==> src/rtl/downcounter.sv <==
// Loadable down-counter/timer with start/busy handshake and a registered zero tick.
// Optional periodic mode is selected by defining DOWNCOUNTER_AUTORELOAD_EN.
module downcounter #(
    parameter int COUNT_BITS = 3,
    parameter int START      = 5
) (
    input  logic                  clk,
    input  logic                  resetn,
    input  logic                  enable,
    input  logic                  load,
    input  logic [COUNT_BITS-1:0] load_value,
    input  logic                  start,
    output logic [COUNT_BITS-1:0] count,
    output logic                  zero_tick,
    output logic                  busy
);

    localparam logic [COUNT_BITS-1:0] START_C = COUNT_BITS'(START);
    localparam logic [COUNT_BITS-1:0] ZERO_C  = COUNT_BITS'(0);
    localparam logic [COUNT_BITS-1:0] ONE_C   = COUNT_BITS'(1);

    typedef enum logic [1:0] {
        ST_IDLE = 2'd0,
        ST_RUN  = 2'd1,
        ST_DONE = 2'd2
    } state_t;

    state_t                  state_r;
    state_t                  state_nxt_s;
    logic [COUNT_BITS-1:0]   reload_r;
    logic [COUNT_BITS-1:0]   reload_nxt_s;
    logic [COUNT_BITS-1:0]   count_nxt_s;
    logic                    tick_nxt_s;
    logic                    busy_nxt_s;

    // Next-state, next-count and next-output decode with load > start > enable priority.
    always_comb begin
        state_nxt_s  = state_r;
        reload_nxt_s = reload_r;
        count_nxt_s  = count;
        tick_nxt_s   = 1'b0;

        if (load) begin
            reload_nxt_s = load_value;
            count_nxt_s  = load_value;
            state_nxt_s  = (load_value != ZERO_C) ? ST_RUN : ST_DONE;
        end else if (start) begin
            count_nxt_s  = reload_r;
            state_nxt_s  = (reload_r != ZERO_C) ? ST_RUN : ST_DONE;
        end else begin
            case (state_r)
                ST_IDLE: begin
                    count_nxt_s = count;
                end
                ST_RUN: begin
                    if (enable) begin
                        if (count > ONE_C) begin
                            count_nxt_s = count - ONE_C;
                        end else if (count == ONE_C) begin
                            count_nxt_s = ZERO_C;
                            tick_nxt_s  = 1'b1;
`ifdef DOWNCOUNTER_AUTORELOAD_EN
                            state_nxt_s = ST_RUN;
`else
                            state_nxt_s = ST_DONE;
`endif
                        end else begin
`ifdef DOWNCOUNTER_AUTORELOAD_EN
                            // Zero reached on the previous enabled cycle: start the next period.
                            count_nxt_s = reload_r;
                            state_nxt_s = ST_RUN;
`else
                            count_nxt_s = ZERO_C;
                            state_nxt_s = ST_DONE;
`endif
                        end
                    end else begin
                        count_nxt_s = count;
                    end
                end
                ST_DONE: begin
                    count_nxt_s = ZERO_C;
                end
                default: begin
                    state_nxt_s = ST_IDLE;
                    count_nxt_s = START_C;
                end
            endcase
        end

        busy_nxt_s = (state_nxt_s == ST_RUN);
    end

    // State, reload value and all outputs registered; async reset restores START.
    always_ff @(posedge clk or negedge resetn) begin
        if (!resetn) begin
            state_r   <= ST_IDLE;
            reload_r  <= START_C;
            count     <= START_C;
            zero_tick <= 1'b0;
            busy      <= 1'b0;
        end else begin
            state_r   <= state_nxt_s;
            reload_r  <= reload_nxt_s;
            count     <= count_nxt_s;
            zero_tick <= tick_nxt_s;
            busy      <= busy_nxt_s;
        end
    end

endmodule

==> config.mk <==
export PLATFORM = sky130hd
export DESIGN_NAME = downcounter
export DESIGN_NICKNAME = d
export VERILOG_FILES = /design/src/rtl/downcounter.sv
export SDC_FILE = /design/constraint.sdc
export NUM_CORES = 1
export LEC_CHECK = 0
export BUFFER_PORTS_ARGS = -buffer_cell sky130_fd_sc_hd__buf_4
export CAP_MARGIN = 20
export CORE_MARGIN = 3
export CORE_UTILIZATION = 47
export DETAILED_ROUTE_END_ITERATION = 8
export PLACE_DENSITY_LB_ADDON = 0.05
export SLEW_MARGIN = 15
export SYNTH_ARGS = -nofsm -noshare
export SYNTH_HDL_FRONTEND = slang
export SYNTH_SLANG_ARGS = --single-unit
==> constraint.sdc <==
create_clock -name clk -period 3.1 [get_ports clk]
set_input_delay 0.31 -clock clk [delete_from_list [all_inputs] [get_ports clk]]
set_output_delay 0.31 -clock clk [all_outputs]
set_load 0.05 [all_outputs]
==> impl_results.md, run 1 <==
* Complex-gate fraction of the synthesized area at ~24%
* Slew @ Worst Pin at roughly 0.42 ns
* Pwr dens at 512 mW/mm^2
* Drt total wl at 1270 um
* Critical Path RT at 3.23 ns
* Hold Fails Final Rpt at 0
* Pleak at 0.371 nW
* Post-CTS setup buffer count at 0
* Area growth from synthesis to layout at 21.8%
* Slew headroom at 71.9%
* Antenna fix cells at 0
* Grt ovf at 0
* Post-synthesis xor/xnor area fraction at 0%
* First-pass detailed-route iteration total at 4
* Fin crit period at 1.67 ns
* Hold Path Class: input pin to register
* DRC viols at 0
* Setup violations, final at 0
* # nets final at 96
* Vias in the first global route at 533
* Initial Utilization at 54.4%
* Post-Route Setup TNS at 0 ns
* Slew Limit Fails at 0
* Area share of the largest cell type after synthesis at a little under a quarter
* Detailed router's first-iteration violation count at 15
* CP Cell Sequence: ha_1 -> o21bai_1 -> a31oi_1 -> o31ai_1 -> o41ai_2
* Die Wd at between 40 and 50 um
* Num CTS Buffers at 3
* Placed Area at 749 um^2
* Post-cts sizing count at 0
* CTS Root Cell: clkbuf_4
* Synthesized net count at 79
* Synth area leader: dfrtp_1
* Synth Area per Inst at 10.0 um^2
* Gr usage total at 16.1%
* Crit-path leading delay family: compound AO/OA/AOI/OAI gates
* Hold depth at 3
* Status: completed
* Sequential fraction of the synthesis area at 39.1%
* R2r setup slk at 1.43 ns
* Slowest stage delay, CP at 0.57 ns
* Layout cells sized above 1 at 33.3%
* RSZ-0062 raised after global routing: false
* H-tree levels at 1
* CTS tree: yes
* Multiplexer area fraction after synthesis at 3.45%
* Worst Path Buf+Inv at 0
* I/O pin count at 13
* Worst R2R Path Depth at 5
* Synth Register Bits at 10
* Vias at 530
* Largest family of logic cells by synthesized area: compound AO/OA/AOI/OAI gates
* Synth Cell Area at 653 um^2
* Yosys warns at 0
* Drt wl/cell at 13.4 um
* Final instance area at 796 um^2
* Avg Vias per Cell at approximately 5.6
* Synth top area cells: dfrtp_1 (23%), dfstp_2 (16%), ha_1 (11%), o41ai_4 (4.2%), inv_1 (4.0%)
* Die height at about 43 um
* Crit-path slowest cell: dfstp_2
* Final worst-path cycle share at 53.8%
* Worst-path clk slew at 0.07 ns
* Cell variety after synth at 30
* Post-DRT Antenna Nets at 0
* Clk sinks at 10
* First-pass GRT wire length at 2260 um
* Cell count after synthesis at 65
* Placement Rows at 12
* Clk_lat worst skew at 0.26 ns
* Initial antenna violation count at 0
* CP Launch Type: register
* RD Place Congestion at 0.759
* Post-Synth Simple-Gate Area at between 10% and 20%
* Max Freq at 0.600 GHz
* Final setup skew at 0.00323 ns
* Largest net degree at the start of global routing at 11
* Port bufs at 12
* Peak supply drop at roughly 0.43 mV
* Detailed placement HPWL at ~1000 um
* Critical Path AT at 1.80 ns
* Max Buffers Root-to-Sink at 2
* Crit-path max FO at 5
* Die area at 0.00187 mm^2
* Crit path kind: register to register
* Core area at about 0.0012 mm^2
* Max Cap Viol at 0
* Number of cells on the critical path at 5
* Synth Area in Adders at 11.5%
* Worst Setup End Kind: register
==> tightest hold or removal path, stage by stage <==
cell and delay [ns]:
buf_4 0.10, o41ai_4 0.07, o41ai_2 0.04
==> path summary, 6_finish.rpt <==
check | from | endpoint
setup / recovery | count[0] | busy
hold / removal | load_value[2] | busy
setup reg to reg | count[0] | busy
hold reg to reg | reload_r[1] | reload_r[1]
max in group asynchronous | resetn | reload_r[0]
min in group asynchronous | resetn | zero_tick
==> kinds of logic (layout without fill, tap and decap cells) <==
kind of cell / after synthesis / count (layout)
adder cells (fa/ha/maj): 6 / 6
AND/OR/NAND/NOR: 19 / 19
buffers and inverters: 9 / 25
AO/OA/AOI/OAI: 19 / 19
flip-flops: 10 / 10
multiplexers: 2 / 2
==> cells in the mapped netlist <==
cell type and n:
o31ai_1 2, o21ai_1 1, dfrtp_1 6, buf_6 1, o41ai_4 1, dfstp_2 4, nor3b_1 1, a41oi_1 1
a21oi_1 2, o22ai_1 2, nor2b_1 1, o31a_1 1, nor2_1 5, nand2_1 5, inv_1 7, o41ai_2 1
nand3_1 2, o21ai_0 2, nand2b_1 2, inv_2 1, mux2_2 2, nand4b_1 1, a221oi_1 1, o21bai_1 1
a31oi_1 2, a211oi_1 1, or2_4 1, ha_1 6, o211ai_1 1, nor3_2 1
==> final cells by class <==
class	count	area, um^2
fillers	98	405
inverters	8	30.0
repair buffers	13	100
clock buffers	4	36.3
multi-input cells	46	357
flip-flops and latches	10	255
well taps	14	17.5
==> sequential cells by signal, summed over array words and instances (netlist names) <==
register,count
state_r,2
count,3
reload_r,3
busy,1
zero_tick,1
==> where the power goes <==
| part | switching [W] | internal, W | leakage (nW) | total [W] |
|---|---|---|---|---|
| Clock | 0.0000442 | 0.0000713 | 0.0210 | 0.000115 |
| Combinational | 0.0000797 | 0.0000499 | 0.235 | 0.000130 |
| Sequential | 0.0000127 | 0.000150 | 0.115 | 0.000162 |
==> layer usage <==
| metal | wire, um | part of all wire [%] | GRT usage (%) |
|---|---|---|---|
| met3 | 85 | 6.7 | 3.81 |
| met5 | 0 | 0 | 0 |
| met1 | 619 | 49 | 22.2 |
| met4 | 8 | 0.63 | 5.42 |
| met2 | 557 | 44 | 24.5 |
==> repair_timing <==
item | 4_1_cts | 5_1_grt
hold buffers | 1 | 0
endpoints found under the setup margin | 0 | 0
endpoints found under the hold margin | 6 | 0
==> cell usage in the layout, fill, tap and decap left out, types with 2 or more instances in the layout <==
cell type / count
nand2b_1: 2
o21ai_0: 2
nor2_1: 5
buf_4: 12
inv_1: 7
clkbuf_4: 3
nand2_1: 5
dfrtp_1: 6
nand3_1: 2
o31ai_1: 2
dfstp_2: 4
a31oi_1: 2
mux2_2: 2
a21oi_1: 2
ha_1: 6
o22ai_1: 2
==> stage by stage <==
step | cells | utilization, % | hold WS [ns] | power, W | setup WS (ns)
2_1_floorplan | 65 | - | 0.0144 | 0.000253 | 1.39
3_3_place_gp | 90 | 62.4 | 0.147 | 0.000293 | 1.43
3_5_place_dp | 90 | 62.4 | 0.147 | 0.000293 | 1.44
4_1_cts | 95 | 66.3 | 0.293 | 0.000413 | 1.43
5_1_grt | 95 | 66.3 | 0.291 | 0.000437 | 1.30
6_report | 95 | 66.3 | 0.295 | 0.000407 | 1.43
Note: power is estimated with default switching activity, not from simulation.
==> run 2: changes to the inputs <==
--- a/config.mk
+++ b/config.mk
@@ -5,6 +5,7 @@
 export SDC_FILE = /design/constraint.sdc
 export NUM_CORES = 1
 export LEC_CHECK = 0
+export ABC_AREA = 1
 export BUFFER_PORTS_ARGS = -buffer_cell sky130_fd_sc_hd__buf_4
 export CAP_MARGIN = 20
 export CORE_MARGIN = 3
==> constraint.sdc (replaced) <==
create_clock -name clk -period 1.6 [get_ports clk]
set_input_delay 0.16 -clock clk [delete_from_list [all_inputs] [get_ports clk]]
set_output_delay 0.16 -clock clk [all_outputs]
set_load 0.05 [all_outputs]
==> run 2 against run 1 <==
Effect of this change:
- worst setup slack got worse by 1.2 ns
- sequential cell count did not move
- sequential share of layout area fell by 1.3 points
- sequential power rose by 94%
- wire length rose by 4.4%
==> impl_results.md, run 2 <==
* Status: completed
* Detailed placement HPWL at 1070 um (+4.2%)
* Core area at 0.00133 mm^2 (+11%)
* Net Sw Frac at 36.4% (+2.9 points)
* Top Registers: count (3), reload_r (3), state_r (2)
* Max Buffers Root-to-Sink at 2 (unchanged)
* Post-synth top cells: nand2_1 (18), inv_1 (13), nor2_1 (7)
* Area growth from synthesis to layout at 21.0%
* Layout cells sized above 1 at 30.4% (-2.9 points)
* Area share of the largest cell type after synthesis at 21.9% (-1.1 points)
* First-pass detailed-route iteration total at 4 (unchanged)
* Synthesized net count at 100 (+27%)
* Sequential Power Share at 38.1% (-1.7 points)
* Die area at 0.00195 mm^2 (+4.1%)
* Primary FF master, synth: dfrtp_1
* Drt total wl at 1330 um (+4.4%)
* Most common cell after layout, fill and taps aside: nand2_1
* Num CTS Buffers at 3 (unchanged)
* Peak supply drop at 0.604 mV (+41%)
* Synth Area per Inst at 7.96 um^2 (-21%)
* Comb power frac at 33.4% (+1.6 points)
* R2r setup slk at 0.20 ns (-1.23 ns)
* Grt ovf at 0 (unchanged)
* CP Launch Type: register
* Vias in the first global route at 558 (+4.7%)
* Slew @ Worst Pin at 0.198 ns (-0.220 ns)
* Hold Slack at 0.160 ns (-0.136 ns)
* Placed Area at 782 um^2 (+4.3%)
* Fillers at 130 (+33%)
* Worst-path clk slew at 0.07 ns (about the same)
* Overall Power at 0.000824 W (+100%)
* Clk sinks at 10 (unchanged)
* Antenna fix cells at 0 (unchanged)
* First-pass GRT wire length at 2290 um (+1.2%)
* Fin crit period at 1.40 ns (-0.270 ns)
* Clock power share at 28.5% (+0.2 points)
* Synth top area cells: dfrtp_1 (22%), dfstp_2 (15%), ha_1 (11%), nand2_1 (9.9%), inv_1 (7.1%)
* Largest net degree at the start of global routing at 11 (unchanged)
* DRC viols at 0 (unchanged)
* Post-Route Setup TNS at 0 ns (unchanged)
* Die height at 44.2 um (+2.0%)
* Placement Rows at 13 (+1)
* Initial antenna violation count at 0 (unchanged)
* Most frequent cell after synthesis: nand2_1
* Pwr dens at 995 mW/mm^2 (+94%)
* I/O pin count at 13 (unchanged)
* Layout Utilization at 62.1% (-4.1 points)
* Slew headroom at 86.7% (+15 points)
* Synth Register Bits at 10 (unchanged)
* CTS Root Cell: clkbuf_4
* Internal Power at 0.000524 W (+94%)
* Port bufs at 12 (unchanged)
* Final instance area at 828 um^2 (+4.1%)
* Most frequent cells in the layout: nand2_1 (18), inv_1 (13), buf_4 (12)
* Initial Utilization at 51.3% (-3.1 points)
* Net Sw Power at 0.000300 W (+120%)
* Vias at 585 (+10%)
* Slew Limit Fails at 0 (unchanged)
* Synth area leader: dfrtp_1
* Worst Setup End Kind: register
* Post-DRT Antenna Nets at 0 (unchanged)
* Pleak at 0.437 nW (+18%)
* Cell variety after synth at 24 (-20%)
* Number of synthesized flops with an enable pin at 0 (unchanged)
* Detailed router's first-iteration violation count at 14 (-1)
* Final worst-path cycle share at 87.3% (+34 points)
* Synth Cell Area at 684 um^2 (+4.8%)
* # nets final at 117 (+22%)
* Setup violations, final at 0 (unchanged)
* Crit path kind: register to register
* H-tree levels at 1 (unchanged)
* RD Place Congestion at 0.802 (+5.6%)
* Avg Vias per Cell at 5.00 (-10%)
* RSZ-0062 raised after global routing: false
* Crit-path max FO at 6 (+1)
* Hold Fails Final Rpt at 0 (unchanged)
* Clk_lat worst skew at 0.27 ns (about the same)
* Max Freq at 0.716 GHz (+19%)
* Critical Path AT at 1.59 ns (-0.21 ns)
* Drt wl/cell at 11.3 um (-15%)
* Gr usage total at 16.5% (+0.31 points)
* Yosys warns at 0 (unchanged)
* Max Cap Viol at 0 (unchanged)
* Hold Path Class: input pin to register
* Cell count after synthesis at 86 (+32%)
* Ys async rst share at 100% (unchanged)
* Die Wd at 44.2 um (+2.0%)
* Sequential fraction of the synthesis area at 37.3% (-1.8 points)
* Critical Path RT at 1.80 ns (-1.43 ns)
* Final setup skew at 0.00143 ns (-0.00180 ns)
* Post-cts sizing count at 0 (unchanged)
* CTS tree: yes
## run 2: cell count changes after synthesis, sizes merged, moves of 3 or more
cell	previous run	this run
nand2	5	21
inv	8	16
nor2	5	9
a21oi	2	5
nor3	1	4
## run 2: kinds of logic after synthesis
group	after synthesis	synth area share, %
AO/OA/AOI/OAI	13	11.9
adder cells (fa/ha/maj)	6	11.0
buffers and inverters	17	10.4
flip-flops	10	37.3
AND/OR/NAND/NOR	40	29.4
## run 2: path summary, 6_finish.rpt
path                               start          end  cells past startpoint
setup reg to reg              state_r[1]     count[2]                      8
max in group asynchronous         resetn  reload_r[2]                      2
setup / recovery              state_r[1]     count[2]                      8
hold / removal             load_value[1]  reload_r[1]                      3
min in group asynchronous         resetn    zero_tick                      2
hold reg to reg              reload_r[2]  reload_r[2]                      2
## run 2: cell type report
cell class | instances | area, um^2 | area share, %
timing repair buffer | 13 | 100 | 12.1
clock buffer | 4 | 36.3 | 4.38
multi-input combinational | 59 | 358 | 43.2
inverter | 16 | 60.1 | 7.25
tap | 15 | 18.8 | 2.27
sequential | 10 | 255 | 30.8
## run 2: power groups by stage
stage | clock, W | combinational [W] | sequential, W
4_1_cts | 0.000242 | 0.000278 | 0.000315
5_1_grt | 0.000247 | 0.000309 | 0.000322
6_report | 0.000235 | 0.000275 | 0.000314
3_3_place_gp | 0 | 0.000273 | 0.000318
3_5_place_dp | 0 | 0.000275 | 0.000319
2_1_floorplan | 0 | 0.000149 | 0.000368
## run 2: what timing repair did
item                      CTS  global route
setup buffers               0             0
hold endpoints to repair   10             0
hold buffers                1             0
## run 2: worst max-delay path: stages, from the launching register on
cell and delay [ns]:
dfrtp_1 0.42, inv_1 0.11, ha_1 0.26, inv_1 0.09, a21oi_1 0.11, nand4_1 0.09
nand2_1 0.06, nand2_1 0.04, a21oi_1 0.13
## run 2: per-stage QoR
| step | std cells | setup WS (ns) |
|---|---|---|
| 5_1_grt | 117 | 0.0430 |
| 3_3_place_gp | 112 | 0.233 |
| 2_1_floorplan | 86 | 0.0963 |
| 6_report | 117 | 0.203 |
| 4_1_cts | 117 | 0.199 |
| 3_5_place_dp | 112 | 0.216 |
## run 2: layer usage
layer  GRT usage [%]  vias up  wire length (um)
li1                -      308                 -
met1            21.1      259               655
met3            4.88        2                63
met4            7.23        0                10
met2            25.6       16               596
met5               0        -                 0
